## config.mk

```make
export PLATFORM = sky130hd
export DESIGN_NAME = keypad_scan4x4
export DESIGN_NICKNAME = d
export VERILOG_FILES = /design/src/rtl/keypad_scan4x4.sv
export SDC_FILE = /design/constraint.sdc
export NUM_CORES = 1
export LEC_CHECK = 0
export ABC_AREA = 1
export CORE_MARGIN = 3
export CORE_UTILIZATION = 64
export DETAILED_ROUTE_END_ITERATION = 10
export GPL_TIMING_DRIVEN = 0
export MAX_ROUTING_LAYER = met4
export PLACE_DENSITY = 0.85
export SLEW_MARGIN = 20
export SYNTH_ARGS = -nofsm -noshare
export SYNTH_HDL_FRONTEND = slang
export SYNTH_SLANG_ARGS = --single-unit
```

## constraint.sdc

```tcl
create_clock -name i_clk -period 7.25 [get_ports i_clk]
set_clock_uncertainty 0.05 [all_clocks]
set_input_delay 1.45 -clock i_clk [delete_from_list [all_inputs] [get_ports i_clk]]
set_output_delay 1.45 -clock i_clk [all_outputs]
set_load 0.01 [all_outputs]
```

## src/rtl/keypad_scan4x4.sv

```systemverilog
// 4x4 matrix keypad scanner: one active-low row at a time, whole-map debounce,
// single-key decode and a four-digit shift-in entry register.
module keypad_scan4x4 #(
   parameter int ROW_TICKS = 100000,
   parameter int DB_SCANS  = 8
) (
   input  logic        i_clk,
   input  logic        i_rst_n,
   output logic [3:0]  o_row_n,
   input  logic [3:0]  i_col_n,
   input  logic        i_clear,
   output logic        o_key_valid,
   output logic [3:0]  o_key_code,
   output logic        o_key_held,
   output logic [15:0] o_entry
);

   localparam int DW_W = $clog2(ROW_TICKS);
   localparam int DB_W = (DB_SCANS > 2) ? $clog2(DB_SCANS) : 1;
   localparam logic [DW_W-1:0] DW_LAST  = DW_W'(ROW_TICKS - 1);
   localparam logic [DB_W-1:0] CNT_LAST = DB_W'(DB_SCANS - 1);

   typedef enum logic [1:0] {S_IDLE, S_HELD, S_LOCK} state_t;

   logic [3:0]      r_col_s1, r_col_s2;
   logic [DW_W-1:0] r_dwell;
   logic [1:0]      r_row;
   logic [3:0]      r_row_n;
   logic [15:0]     r_scan_map, r_prev_map, r_stable_map;
   logic [DB_W-1:0] r_stable_cnt;
   logic            r_stable_upd;
   state_t          r_state;
   logic            r_key_valid, r_key_held;
   logic [3:0]      r_key_code;
   logic [15:0]     r_entry;

   logic [3:0]      w_col;
   logic            w_row_end, w_scan_end;
   logic [1:0]      w_row_next;
   logic [15:0]     w_new_map;
   logic [DB_W-1:0] w_cnt_next;
   logic            w_one_hot, w_map_zero;
   logic [3:0]      w_idx, w_code;

   function automatic logic [3:0] f_decode(input logic [3:0] idx);
      logic [3:0] code;
      case (idx)
         4'd0:  code = 4'h1;
         4'd1:  code = 4'h2;
         4'd2:  code = 4'h3;
         4'd3:  code = 4'hA;
         4'd4:  code = 4'h4;
         4'd5:  code = 4'h5;
         4'd6:  code = 4'h6;
         4'd7:  code = 4'hB;
         4'd8:  code = 4'h7;
         4'd9:  code = 4'h8;
         4'd10: code = 4'h9;
         4'd11: code = 4'hC;
         4'd12: code = 4'hE;
         4'd13: code = 4'h0;
         4'd14: code = 4'hF;
         default: code = 4'hD;
      endcase
      return code;
   endfunction

   assign w_col      = ~r_col_s2;
   assign w_row_end  = (r_dwell == DW_LAST);
   assign w_scan_end = w_row_end && (r_row == 2'd3);
   assign w_row_next = r_row + 2'd1;

   always_comb begin
      w_new_map = r_scan_map;
      w_new_map[{r_row, 2'b00} +: 4] = w_col;
   end

   // Saturating count of consecutive identical full-scan maps
   always_comb begin
      w_cnt_next = '0;
      if (w_new_map == r_prev_map)
         w_cnt_next = (r_stable_cnt == CNT_LAST) ? CNT_LAST : r_stable_cnt + DB_W'(1);
   end

   always_comb begin
      w_idx = 4'd0;
      for (int i = 0; i < 16; i++)
         if (r_stable_map[i]) w_idx = 4'(i);
   end

   assign w_map_zero = (r_stable_map == 16'd0);
   assign w_one_hot  = !w_map_zero && ((r_stable_map & (r_stable_map - 16'd1)) == 16'd0);
   assign w_code     = f_decode(w_idx);

   always_ff @(posedge i_clk) begin
      if (!i_rst_n) begin
         r_col_s1     <= 4'hF;
         r_col_s2     <= 4'hF;
         r_dwell      <= '0;
         r_row        <= 2'd0;
         r_row_n      <= 4'b1110;
         r_scan_map   <= '0;
         r_prev_map   <= '0;
         r_stable_map <= '0;
         r_stable_cnt <= '0;
         r_stable_upd <= 1'b0;
      end else begin
         r_col_s1     <= i_col_n;
         r_col_s2     <= r_col_s1;
         r_stable_upd <= 1'b0;
         if (w_row_end) begin
            r_dwell    <= '0;
            r_row      <= w_row_next;
            r_row_n    <= ~(4'b0001 << w_row_next);
            r_scan_map <= w_new_map;
            if (w_scan_end) begin
               r_prev_map   <= w_new_map;
               r_stable_cnt <= w_cnt_next;
               if (w_cnt_next == CNT_LAST) begin
                  r_stable_map <= w_new_map;
                  r_stable_upd <= 1'b1;
               end
            end
         end else begin
            r_dwell <= r_dwell + DW_W'(1);
         end
      end
   end

   // Key FSM acts only on a freshly debounced map; clear beats the entry shift
   always_ff @(posedge i_clk) begin
      if (!i_rst_n) begin
         r_state     <= S_IDLE;
         r_key_valid <= 1'b0;
         r_key_code  <= 4'h0;
         r_key_held  <= 1'b0;
         r_entry     <= 16'h0000;
      end else begin
         r_key_valid <= 1'b0;
         if (i_clear) r_entry <= 16'h0000;
         if (r_stable_upd) begin
            case (r_state)
               S_IDLE: begin
                  if (w_one_hot) begin
                     r_state     <= S_HELD;
                     r_key_held  <= 1'b1;
                     r_key_valid <= 1'b1;
                     r_key_code  <= w_code;
                     if (!i_clear) r_entry <= {r_entry[11:0], w_code};
                  end else if (!w_map_zero) begin
                     r_state    <= S_LOCK;
                     r_key_held <= 1'b1;
                  end
               end
               default: begin
                  if (w_map_zero) begin
                     r_state    <= S_IDLE;
                     r_key_held <= 1'b0;
                  end
               end
            endcase
         end
      end
   end

   assign o_row_n     = r_row_n;
   assign o_key_valid = r_key_valid;
   assign o_key_code  = r_key_code;
   assign o_key_held  = r_key_held;
   assign o_entry     = r_entry;

endmodule

```

Word level (Yosys, flattened, before mapping)
Memory sizes are Yosys's and may differ from the RTL's.
Cells that the tools add are included.
- shift-type cells: 3
- $add $sub $neg: 5
- bitwise operators: 4
- reductions and logical operators: 14
- equal/unequal tests: 6
- mux-type cells: 33
- operators by type and width (operator ; number):
    two-way mux 16 bit ; 5
    two-way mux 4 bit ; 14
    logical NOT 16 bit ; 2
    adder 17 x 1 -> 17 bit (second input constant) ; 1
    == test 17 bit (second input constant) ; 1
    bitwise AND 16 bit ; 1
    bitwise mux 16 bit ; 1
    == test 16 bit ; 1
    variable shift 4 x 6 -> 16 bit (first input constant) ; 1
    variable part select 4 x 6 -> 16 bit ; 1
    subtractor 16 x 1 -> 16 bit (second input constant) ; 1
    AND reduction 3 bit ; 5
    two-way mux 2 bit ; 4
    NOT 4 bit ; 2
    two-way mux 1 bit ; 7
    == test 3 bit (second input constant) ; 2
    two-way mux 3 bit ; 2
    negator 4 -> 6 bit ; 1
    left shift 1 x 2 -> 4 bit (first input constant) ; 1
    adder 3 x 1 -> 3 bit (second input constant) ; 1
    != test 3 bit (second input constant) ; 1
    adder 2 x 1 -> 2 bit (second input constant) ; 1
    == test 2 bit (second input constant) ; 1
    logical AND 1 bit ; 2
    6 further kinds ; 6
- flip-flop bits (word level): 107
- ROM bits: 64
- logic and storage cells: 81
- memories kept: 1
- memory list (name ; words ; width ; rd ports ; clocked after memory_dff ; write ports ; line ; source):
    (name not given) ; 16 ; 4 ; 1 ; 0 ; 0 ; 47 ; case (idx)

Longest topological paths before layout
An unclocked memory read counts as a cell.
- word-level depth: 20
- depth in mapped cells: 22

Least setup slack after synthesis
No wires, ideal clock.
- path kind: input-to-reg
- start: input i_rst_n
- end: register r_dwell[16]
- path slack: 4.397 ns
- stages: 8
- data required time: 7.143 ns
- arrival: 2.746 ns
- library setup time: 0.057 ns
- cells stage by stage: clkbuf_1 -> clkinv_1 -> nor2_1 -> inv_1 -> clkbuf_1 -> a21oi_1 -> o21ai_0 -> inv_1
- longest elaborated chain between the ends: 2
- ends and longest elaborated chain (element ; line ; source):
    from (decl) ; 8 ; input logic i_rst_n,
    NOT 1 bit (no line) ; n/a ;
    OR reduction 2 bit (no line) ; n/a ;
    to (signal assigned) ; 125 ; r_dwell <= r_dwell + DW_W'(1);
    to (decl) ; 26 ; logic [DW_W-1:0] r_dwell;
Every way passes these cells.
A chain may end at the register's enable or synchronous reset.

==> results.json <==
{
  "io_pins": 33,
  "ys_seq_area_share_pct": 40.5,
  "cap_violations": 0,
  "synth_seq_cells": 107,
  "finalCritPeriodShare_pct": 45.1,
  "routed_via_density": 5.46,
  "antenna_found_initial": 0,
  "slowest_delay_ps": 390,
  "portBuffers": 31,
  "tns_ps": 0,
  "grt_start_max_net_pins": 19,
  "grt_pass1_wl_um": 21600,
  "drv_slew": 0,
  "die_w_um": 96.9,
  "finalWeightedCongestion": 0.934,
  "final_nets": 836,
  "cp_data_required_time_ps": 7490,
  "synth-edff-count": 0,
  "cts_hold_buf": 0,
  "clk_latency_ps": 370,
  "syn_inst": 776,
  "yosysMostFrequentCell": "nand2_1",
  "slew_headroom_pct": 58.0,
  "gr-usage-all-layers_pct": 28.0,
  "synth.top_cells.by_area": "dfxtp_1 40%, nand2_1 11%, nor2_1 8.7%, inv_1 7.3%, a21oi_1 4.1%",
  "fp.coreArea_um2": 7890,
  "clkTransAtPathRegs_ps": 100,
  "crit_fanout": 10,
  "fmax_mhz": 306,
  "routed_wl_um": 12600,
  "drive_above_1_share_pct": 6.20,
  "insertedDiodeCount": 0,
  "yosys_warnings": 0,
  "synth_largest_area_cell": "dfxtp_1",
  "clock-sinks": 107,
  "yosys-top-cells-count": "160 x nand2_1, 122 x nor2_1, 107 x dfxtp_1",
  "area_growth_pct": 11.7,
  "rsz0062_at_grt": "no",
  "power_density_nw_per_um2": 166,
  "cts_max_path_buffers": 2,
  "crit_chain": "clkbuf_1 > clkinv_1 > nor2_1 > clkinv_1 > clkbuf_1 > o22ai_1",
  "crit_slowest_cell": "nor2_1",
  "synthArstFlopShare_pct": 0,
  "dr.pass1.iters": 5,
  "die_area_um2": 9400,
  "path_buf_inv": 4,
  "synth_top_area_share_pct": 40.5,
  "p_leak_nw": 2.58,
  "tightest_slew_ps": 628,
  "grt_overflow": 0,
  "cp_top_family": "buffers and inverters",
  "start_util_pct": 67.1,
  "clock-root-buffer": "clkbuf_8",
  "hold_class": "register to register",
  "period_minus_slack_ps": 3270,
  "cts_buffers": 9,
  "syn-num-nets": 794,
  "cts_resized": 0,
  "num_rows": 32,
  "first_iter_violations": 344,
  "peakVddDrop_mv": 0.134,
  "start_kind": "primary input",
  "dpl.hpwl_um": 9490,
  "drtAntennaViolNets": 0,
  "grt_pass1_vias": 4712,
  "syn_area_per_cell_um2": 6.82,
  "cp.arrival_ps": 3510,
  "vias": 5047,
  "die_h_um": 96.9,
  "route.detailed.drc": 0,
  "crit_type": "primary input to register",
  "cts_tree": "built",
  "cts_setup_buffers": 0,
  "stdcell_count": 924,
  "hold_viol_final": 0,
  "synth-main-ff-cell": "dfxtp_1",
  "critical_path.endpoint_type": "register",
  "setup_violations": 0,
  "place_inst": 909,
  "ys_types": 37,
  "outcome": "finished, final reports clean",
  "avgRoutedWirePerCell_um": 13.6,
  "cts_htree_levels": 3,
  "synth_area_um2": 5290
}
area by class of cell:
class	instances	area [um^2]
Fill cell	650	1970
Timing Repair Buffer	31	310
Tap cell	102	128
Multi-Input combinational cell	532	2600
Inverter	112	420
Buffer	25	130
Clock inverter	5	46.3
Sequential cell	107	2140
Clock buffer	10	138
worst paths after layout:
kind          startpoint                to  slack [ps]  depth (start not counted)
max              i_rst_n     r_scan_map[9]        3980                          6
min          r_col_s1[1]       r_col_s2[1]         370                          1
max reg2reg     r_row[0]  r_stable_map[13]        4160                         16
min reg2reg  r_col_s1[1]       r_col_s2[1]         370                          1
cells in the final DEF, fill, tap and decap left out, types with 2 or more instances in the layout:
| cell | instances |
|---|---|
| clkbuf_1 | 17 |
| inv_1 | 103 |
| o31ai_1 | 2 |
| dfxtp_1 | 107 |
| nor2_4 | 2 |
| clkinv_1 | 2 |
| o22ai_1 | 19 |
| a31oi_1 | 6 |
| o21ai_0 | 41 |
| a21oi_1 | 43 |
| nor3b_1 | 3 |
| ha_1 | 11 |
| nor2_2 | 4 |
| a211oi_1 | 7 |
| buf_6 | 4 |
| inv_2 | 7 |
| buf_2 | 2 |
| o21ai_2 | 2 |
| o21ai_1 | 14 |
| a22oi_1 | 2 |
| clkbuf_8 | 10 |
| nor3_1 | 11 |
| or2_2 | 11 |
| nand2_1 | 160 |
| nor2_1 | 122 |
| nand4_1 | 13 |
| clkinv_4 | 3 |
| clkdlybuf4s50_1 | 31 |
| nor4_1 | 3 |
| nand3_1 | 35 |
| xor2_1 | 14 |
power by group:
group          switching, mW  internal, mW  total [mW]
Combinational         0.0291        0.0139      0.0430
Clock                  0.209         0.138       0.347
Sequential           0.00211         0.591       0.593
flip-flops by register name, summed over array words and instances, names as in the netlist, 16 cells and up:
register,cells
r_prev_map,16
r_dwell,17
r_stable_map,16
r_scan_map,16
o_entry,16
routing by layer:
metal / wire length (um) / GRT usage (%) / vias up
met4: 119 / 6.91 / 0
met1: 5840 / 36.5 / 2282
li1: - / - / 2584
met2: 5900 / 45.8 / 167
met5: 0 / - / -
met3: 731 / 4.54 / 14
kinds of logic after synthesis:
group                    count (synthesis)  share of synthesized area [%]
AND/OR/NAND/NOR                        366                           29.2
AO/OA/AOI/OAI                          141                           15.0
buffers and inverters                  137                           10.4
flip-flops                             107                           40.5
XOR/XNOR                                14                           2.32
adder cells (fa/ha/maj)                 11                           2.60
through the flow:
step           power (mW)  util, %  hold WS, ps  worst slack (ps)  cell area [um^2]
2_1_floorplan       0.636        -          343              4400              5290
3_3_place_gp        0.649     72.7          345              3660              5730
3_5_place_dp        0.650     72.7          351              3630              5730
4_1_cts             0.989     75.0          377              4010              5910
5_1_grt              1.01     75.0          388              3830              5910
6_report            0.983     75.0          374              3980              5910
Note: power is estimated with default switching activity, not from simulation.
